## src/rtl/lab_seq_pkg.sv

```systemverilog
// Shared definitions for the lab's sequential blocks: FSM state encoding and
// the bit-counter width helper.
package lab_seq_pkg;

    // Frame states. ST_PAR is only reachable in a parity-checking build.
    typedef enum logic [1:0] {
        ST_IDLE  = 2'd0,
        ST_SHIFT = 2'd1,
        ST_PAR   = 2'd2
    } state_e;

    // Counter width able to hold 0..WIDTH+1 accepted bits.
    function automatic int cnt_width(input int width);
        return $clog2(width + 2);
    endfunction

endpackage

```

## src/rtl/dff_sync.sv

```systemverilog
// Single-bit D flip-flop cell with synchronous active-high clear and enable.
// Clear has priority over enable.
module dff_sync (
    input  logic clk,
    input  logic clr_i,
    input  logic en_i,
    input  logic d_i,
    output logic q_o
);

    logic q_q;

    // Storage bit: clear first, then load when enabled, otherwise hold.
    // NOTE: sequential state is written with <= so every flop samples the
    // pre-edge value of its neighbour; with = a shift chain would collapse.
    always_ff @(posedge clk) begin
        if (clr_i) begin
            q_q <= 1'b0;
        end else if (en_i) begin
            q_q <= d_i;
        end
    end

    assign q_o = q_q;

endmodule

```

## src/rtl/sipo_deser.sv

```systemverilog
// Serial-in/parallel-out deserializer, MSB first. Qualified bits shift into a
// WIDTH-long chain of dff_sync cells; a completed frame is presented on pout
// with a one-cycle pout_valid pulse.
// Build option: define PARITY_CHECK_EN to append and check an even-parity bit
// after the data bits of every frame.
module sipo_deser
    import lab_seq_pkg::*;
#(
    parameter  int WIDTH = 8,
    localparam int CNT_W = cnt_width(WIDTH)
) (
    input  logic             clk,
    input  logic             clr,
    input  logic             sin,
    input  logic             sin_valid,
    input  logic             flush,
    output logic [WIDTH-1:0] pout,
    output logic             pout_valid,
    output logic             parity_err,
    output logic             busy,
    output logic [CNT_W-1:0] bit_cnt
);

    state_e           state_q;
    logic [CNT_W-1:0] bit_cnt_q;
    logic [CNT_W-1:0] bit_cnt_d;
    logic [WIDTH-1:0] pout_q;
    logic             pout_valid_q;
    logic             parity_err_q;

    logic [WIDTH-1:0] shreg;
    logic [WIDTH-1:0] word_d;
    logic             accept;
    logic             shift_en;
    logic             complete;
    logic             cell_clr;
    logic             parity_err_d;

    // Qualify the incoming bit and decide whether this edge shifts, completes
    // a frame, or both.
    // NOTE: every signal gets a value on every path through always_comb, so
    // no latch can be inferred.
    always_comb begin
        accept    = sin_valid & ~flush;
        bit_cnt_d = bit_cnt_q + 1'b1;
`ifdef PARITY_CHECK_EN
        // Data is complete in shreg; the bit arriving in ST_PAR is parity.
        complete     = accept & (state_q == ST_PAR);
        shift_en     = accept & (state_q != ST_PAR);
        word_d       = shreg;
        parity_err_d = (^shreg) ^ sin;
`else
        // The last data bit goes straight to pout, bypassing the chain.
        complete     = accept & (bit_cnt_q == CNT_W'(WIDTH - 1));
        shift_en     = accept;
        word_d       = {shreg[WIDTH-2:0], sin};
        parity_err_d = 1'b0;
`endif
        cell_clr = clr | flush | complete;
    end

`ifndef PARITY_CHECK_EN
    // The oldest bit shifts out of the word on completion and is never read.
    logic unused_msb;
    assign unused_msb = shreg[WIDTH-1];
`endif

    // Shift register built as a literal chain of D cells, cell 0 takes sin.
    // NOTE: the chain is cleared through the cells' synchronous clear on
    // reset, flush and completion, so a new frame always starts from zero.
    for (genvar i = 0; i < WIDTH; i++) begin : g_cell
        if (i == 0) begin : g_head
            dff_sync u_cell (
                .clk   (clk),
                .clr_i (cell_clr),
                .en_i  (shift_en),
                .d_i   (sin),
                .q_o   (shreg[0])
            );
        end else begin : g_body
            dff_sync u_cell (
                .clk   (clk),
                .clr_i (cell_clr),
                .en_i  (shift_en),
                .d_i   (shreg[i-1]),
                .q_o   (shreg[i])
            );
        end
    end

    // Frame FSM with bit counter and registered outputs; clr beats flush,
    // flush beats an incoming bit.
    always_ff @(posedge clk) begin
        if (clr) begin
            state_q      <= ST_IDLE;
            bit_cnt_q    <= '0;
            pout_q       <= '0;
            pout_valid_q <= 1'b0;
            parity_err_q <= 1'b0;
        end else begin
            pout_valid_q <= 1'b0;
            if (flush) begin
                state_q   <= ST_IDLE;
                bit_cnt_q <= '0;
            end else if (complete) begin
                state_q      <= ST_IDLE;
                bit_cnt_q    <= '0;
                pout_q       <= word_d;
                pout_valid_q <= 1'b1;
                parity_err_q <= parity_err_d;
            end else if (accept) begin
                bit_cnt_q <= bit_cnt_d;
                state_q   <= (bit_cnt_d == CNT_W'(WIDTH)) ? ST_PAR : ST_SHIFT;
            end
        end
    end

    assign pout       = pout_q;
    assign pout_valid = pout_valid_q;
    assign parity_err = parity_err_q;
    assign busy       = (state_q != ST_IDLE);
    assign bit_cnt    = bit_cnt_q;

endmodule
```

## config.mk

```make
export PLATFORM = sky130hd
export DESIGN_NAME = sipo_deser
export DESIGN_NICKNAME = d
export VERILOG_FILES = /design/src/rtl/lab_seq_pkg.sv /design/src/rtl/dff_sync.sv /design/src/rtl/sipo_deser.sv
export SDC_FILE = /design/constraint.sdc
export NUM_CORES = 1
export LEC_CHECK = 0
export ABC_CLOCK_PERIOD_IN_PS = 2500
export CORE_MARGIN = 2
export CORE_UTILIZATION = 45
export CTS_BUF_LIST = sky130_fd_sc_hd__clkbuf_2
export DETAILED_ROUTE_END_ITERATION = 16
export MAX_ROUTING_LAYER = met4
export PLACE_DENSITY = 0.73
export SLEW_MARGIN = 10
export SYNTH_ARGS = -nofsm -noshare
export SYNTH_HDL_FRONTEND = slang
export SYNTH_SLANG_ARGS = --single-unit
export TNS_END_PERCENT = 10
```

## constraint.sdc

```tcl
create_clock -name clk -period 2.5 [get_ports clk]
set_input_delay 0.25 -clock clk [delete_from_list [all_inputs] [get_ports clk]]
set_output_delay 0.25 -clock clk [all_outputs]
set_load 0.01 [all_outputs]
```

Word-level counts from Yosys, hierarchy flattened
Index checks and enable logic that the tools add are counted.
{"block": "classes", "bitwise": 5, "n_mux": 2, "n_reduce_logical": 4, "n_addsub": 1, "eq_ne": 2}
{"cell": "$add 4x1->4 const B", "n": 1}
{"cell": "$eq 4x3->1 const B", "n": 1}
{"cell": "$eq 4x4->1 const B", "n": 1}
{"cell": "$reduce_or 3->1", "n": 1}
{"cell": "$and 1x1->1", "n": 2}
{"cell": "$mux 2", "n": 1}
{"cell": "$or 1x1->1", "n": 2}
{"cell": "$reduce_and 2->1", "n": 1}
{"cell": "$reduce_bool 2->1", "n": 1}
{"cell": "$reduce_or 2->1", "n": 1}
{"cell": "$mux 1", "n": 1}
{"cell": "$not 1->1", "n": 1}
{"block": "totals", "regBits": 22, "word_cells": 25, "input_bits": 5}

Logic depth before layout (Yosys ltp)
{"block": "depth", "word_depth": 4, "ltp_mapped": 5, "mapped_depth_nobuf": 4}

Hierarchy
Synthesis repeated with hierarchy kept, for this count alone.
{"block": "unflattened", "cells_unflattened": 95, "area_unflattened_um2": 904.6}
{"module": "sipo_deser", "seq_area_each_um2": 300.3, "cells_each": 74, "area_per_inst_um2": 668.1, "instances": 1}
{"module": "dff_sync", "seq_area_each_um2": 20.0, "cells_each": 3, "area_per_inst_um2": 33.8, "instances": 7}

Worst setup path after synthesis
No wires, ideal clock.
{"block": "synth_path", "path_kind": "flip-flop to flip-flop", "from": "register bit_cnt_q[0], in the netlist bit_cnt[0]", "to": "register bit_cnt_q[2], in the netlist bit_cnt[2]", "arrival_ns": 1.299, "n_path_buf": 1, "path_stages_with_launch": 6, "slack_ns": 1.086, "period_less_slack_ns": 1.414, "path_cell_list": "dfxtp_1 ha_1 and3b_1 clkbuf_1 xnor2_1 nor2_2"}
{"block": "synth_between", "elab_chain_len": 3, "elab_cells_between_ends": 4, "cone_classes": "add/sub (1); eq/ne (1); bitwise (1); reduce/logical (1)"}
{"item": "start, declared", "line": "sipo_deser.sv:25", "source": "logic [CNT_W-1:0] bit_cnt_q;"}
{"item": "start signal, assigned", "line": "sipo_deser.sv:112", "source": "bit_cnt_q <= bit_cnt_d;"}
{"item": "$eq 4x3->1", "line": "sipo_deser.sv:54", "source": "complete = accept & (bit_cnt_q == CNT_W'(WIDTH - 1));"}
{"item": "$and 1x1->1", "line": "sipo_deser.sv:54"}
{"item": "$reduce_or 3->1 (no source line)"}
Parallel ways exist; a longest one is shown, timed or not.
A chain may end at the register's enable or synchronous reset.

Final worst setup path
{"block": "layout_path", "from": "register state_q[1]", "to": "output port busy"}
{"block": "layout_between", "elab_chain_len": 1}
{"item": "start, declared", "line": "sipo_deser.sv:24", "source": "state_e state_q;"}
{"item": "start signal, assigned", "line": "sipo_deser.sv:113", "source": "state_q <= (bit_cnt_d == CNT_W'(WIDTH)) ? ST_PAR : ST_SHIFT;"}
{"item": "$reduce_bool 2->1", "line": "sipo_deser.sv:121", "source": "assign busy = (state_q != ST_IDLE);"}
{"item": "end, declared", "line": "sipo_deser.sv:20", "source": "output logic busy,"}
Every way passes these cells.

==> results_dict.tcl <==
set metrics [dict create \
    run_status "finished clean" \
    fin_ws_ns 0.8300 \
    final_nets 130 \
    die_w_um 49.67 \
    via_per_inst 5.161 \
    cts.sinks 22 \
    synth.avg_cell_area_um2 9.023 \
    cts_hold_buf 0 \
    crit_path_end_kind "output pin" \
    syn2layout_area_growth_pct 25.20 \
    crit_chain "or2_2 -> clkdlybuf4s50_1" \
    max_stage_delay_ns 0.48 \
    cts_tree "done" \
    max_freq_mhz 598.8 \
    clock_path_buffers 2 \
    grt_pass1_vias 668 \
    pre_cts_ws_ns 0.7528 \
    tns_ns 0 \
    grt_max_degree 14 \
    r2r_slack_ns 0.96 \
    coreArea_um2 1962 \
    power_density_nw_per_um2 541.0 \
    p_leak_nw 0.3764 \
    ys.flop_type "dfxtp_1" \
    n_antenna_cell 0 \
    min_to "pout[7]" \
    synthArstFlopShare 0 \
    grt_pass1_wl_um 3091 \
    drtIter0Drc 13 \
    r2r-start "bit_cnt[2]" \
    r2r_cells 5 \
    multi_input_area_um2 452.9 \
    slowest_stage "clkdlybuf4s50_1" \
    dpl_cell_area_um2 1130 \
    wl_um 1867 \
    arrival_ns 1.42 \
    layout.area.seq_um2 440.4 \
    die_h_um 49.67 \
    rsz0062_at_grt "no" \
    grtUsageTotal 0.1685 \
    slew_viol_final 0 \
    peakVddDrop_v 0.0004000 \
    firstDrtPassIters 4 \
    period_minus_slack_ns 1.670 \
    final_cell_mix "22 x dfxtp_1, 18 x clkdlybuf4s50_1, 16 x nand2_1, 10 x nand3_1" \
    drive_above_1_share 0.1639 \
    synth-seq-cells 22 \
    crit_required_ns 2.25 \
    wire_per_inst_um 12.53 \
    critical_path_buf_inv_count 1 \
    path_max_fanout 2 \
    reg2reg_to "state_q[1]" \
    gr-total-overflow 0 \
    synth_edf_count 0 \
    initial_core_util 0.4783 \
    cp_top_family "buffers and inverters" \
    synthesis.instances 104 \
    boundaryPins 20 \
    antenna_found_initial 0 \
    cts-root-buf "clkbuf_2" \
    fin_skew_ns 0.007305 \
    cts_buffers 3 \
    fp.dieArea_um2 2467 \
    drv_cap 0 \
    cp-start-kind "register" \
    final-hold-violation-count 0 \
    hp-start "g_cell[6].g_body.u_cell.q_o" \
    antenna_left 0 \
    path_class "reg -> out" \
    post-route-drc-count 0 \
    place_congestion 0.7719 \
    postSynthNetCount 111 \
    period_share 0.6680 \
    ys_seq_area_frac 0.4693 \
    num_vias 769 \
    holdPathStages 2 \
    clkTransAtPathRegs_ns 0.21 \
    holdCritPathClass "reg -> reg" \
    ys_types 26 \
    numPortBuffers 18 \
    post_cts_buffers 0 \
    cts_resized 0 \
    rows 16 \
    final_area_um2 1175 \
    clk_latency_ns 0.32 \
    dp_hpwl_um 1326 \
    nFillCells 210 \
    synth_area_um2 938.4 \
    yosysWarnings 0 \
    setup_viol 0 \
    htreeDepth 1 \
    crit_cells 2 \
    layout_commonest_cell "dfxtp_1" \
]
-- registers in the layout (all words and copies together) (netlist names) --
register and count:
pout 8, g_cell.g_body.u_cell.q_o 6, bit_cnt 4, state_q 2, g_cell.g_head.u_cell.q_o 1, pout_valid 1
-- power by group --
part           switching [W]  internal, W
logic              0.0000203    0.0000147
registers         0.00000178     0.000353
clock network       0.000108     0.000138
total               0.000130     0.000506
-- cell usage after synthesis, types with 2 or more instances --
master | n | area [um2]
a21oi_1 | 9 | 45.04
a21oi_2 | 8 | 70.07
buf_6 | 2 | 22.52
clkbuf_1 | 4 | 15.01
dfxtp_1 | 22 | 440.4
ha_1 | 2 | 25.02
nand2_1 | 16 | 60.06
nand2b_1 | 2 | 12.51
nand3_1 | 10 | 50.05
nor2_2 | 2 | 12.51
nor2b_1 | 2 | 12.51
o21ai_0 | 9 | 45.04
xnor2_1 | 3 | 26.28
-- logic make-up after synthesis --
logic type                 count (synthesis)  synth area share
xor gates and xnor gates                   4           0.03734
AOI/OAI and AO/OA                         30            0.2107
DFF                                       22            0.4693
and+or+nand+nor                           38            0.2040
adders and majority gates                  2           0.02666
buffers and inverters                      7           0.04800
other                                      1          0.003996
-- worst min-delay path, cell delays in order (launching register included) --
cell and delay [ns]:
dfxtp_1 0.36, nand3_1 0.06, a21oi_1 0.05
-- area by class of cell --
type / instances / share of cell area
tap: 27 / 0.02875
clock buffer: 3 / 0.01278
timing repair buffer: 21 / 0.1725
clock inverter: 1 / 0.02556
sequential: 22 / 0.3749
multi-input combinational: 75 / 0.3855
-- how the worst max path moves through the flow --
stage | to | startpoint | slack [ns]
final | busy | state_q[1] | 0.83
after global routing | busy | state_q[1] | 0.78
after CTS | busy | state_q[1] | 0.81
after detailed placement | bit_cnt[3] | flush | 0.75
after global placement | state_q[1] | clr | 0.78
after floorplan | bit_cnt[2] | bit_cnt[0] | 1.09
-- per-layer routing --
metal	routed length, um	global-route usage	share of wire	up-vias
met4	27	0.08333	0.014	0
met3	44	0.01818	0.024	2
met5	0	-	0	-
met2	865	0.2489	0.46	14
li1	-	-	-	394
met1	930	0.2294	0.50	359
-- per-stage QoR --
stage          hold slack (ns)    util  cells  total power (W)
2_1_floorplan           0.3951       -    104        0.0003821
3_3_place_gp            0.4583  0.5759    145        0.0003951
3_5_place_dp            0.4596  0.5759    145        0.0003960
4_1_cts                 0.4837  0.5989    149        0.0006403
5_1_grt                 0.4754  0.5989    149        0.0006603
6_report                0.4815  0.5989    149        0.0006356
Power figures use the tool's default switching activity.
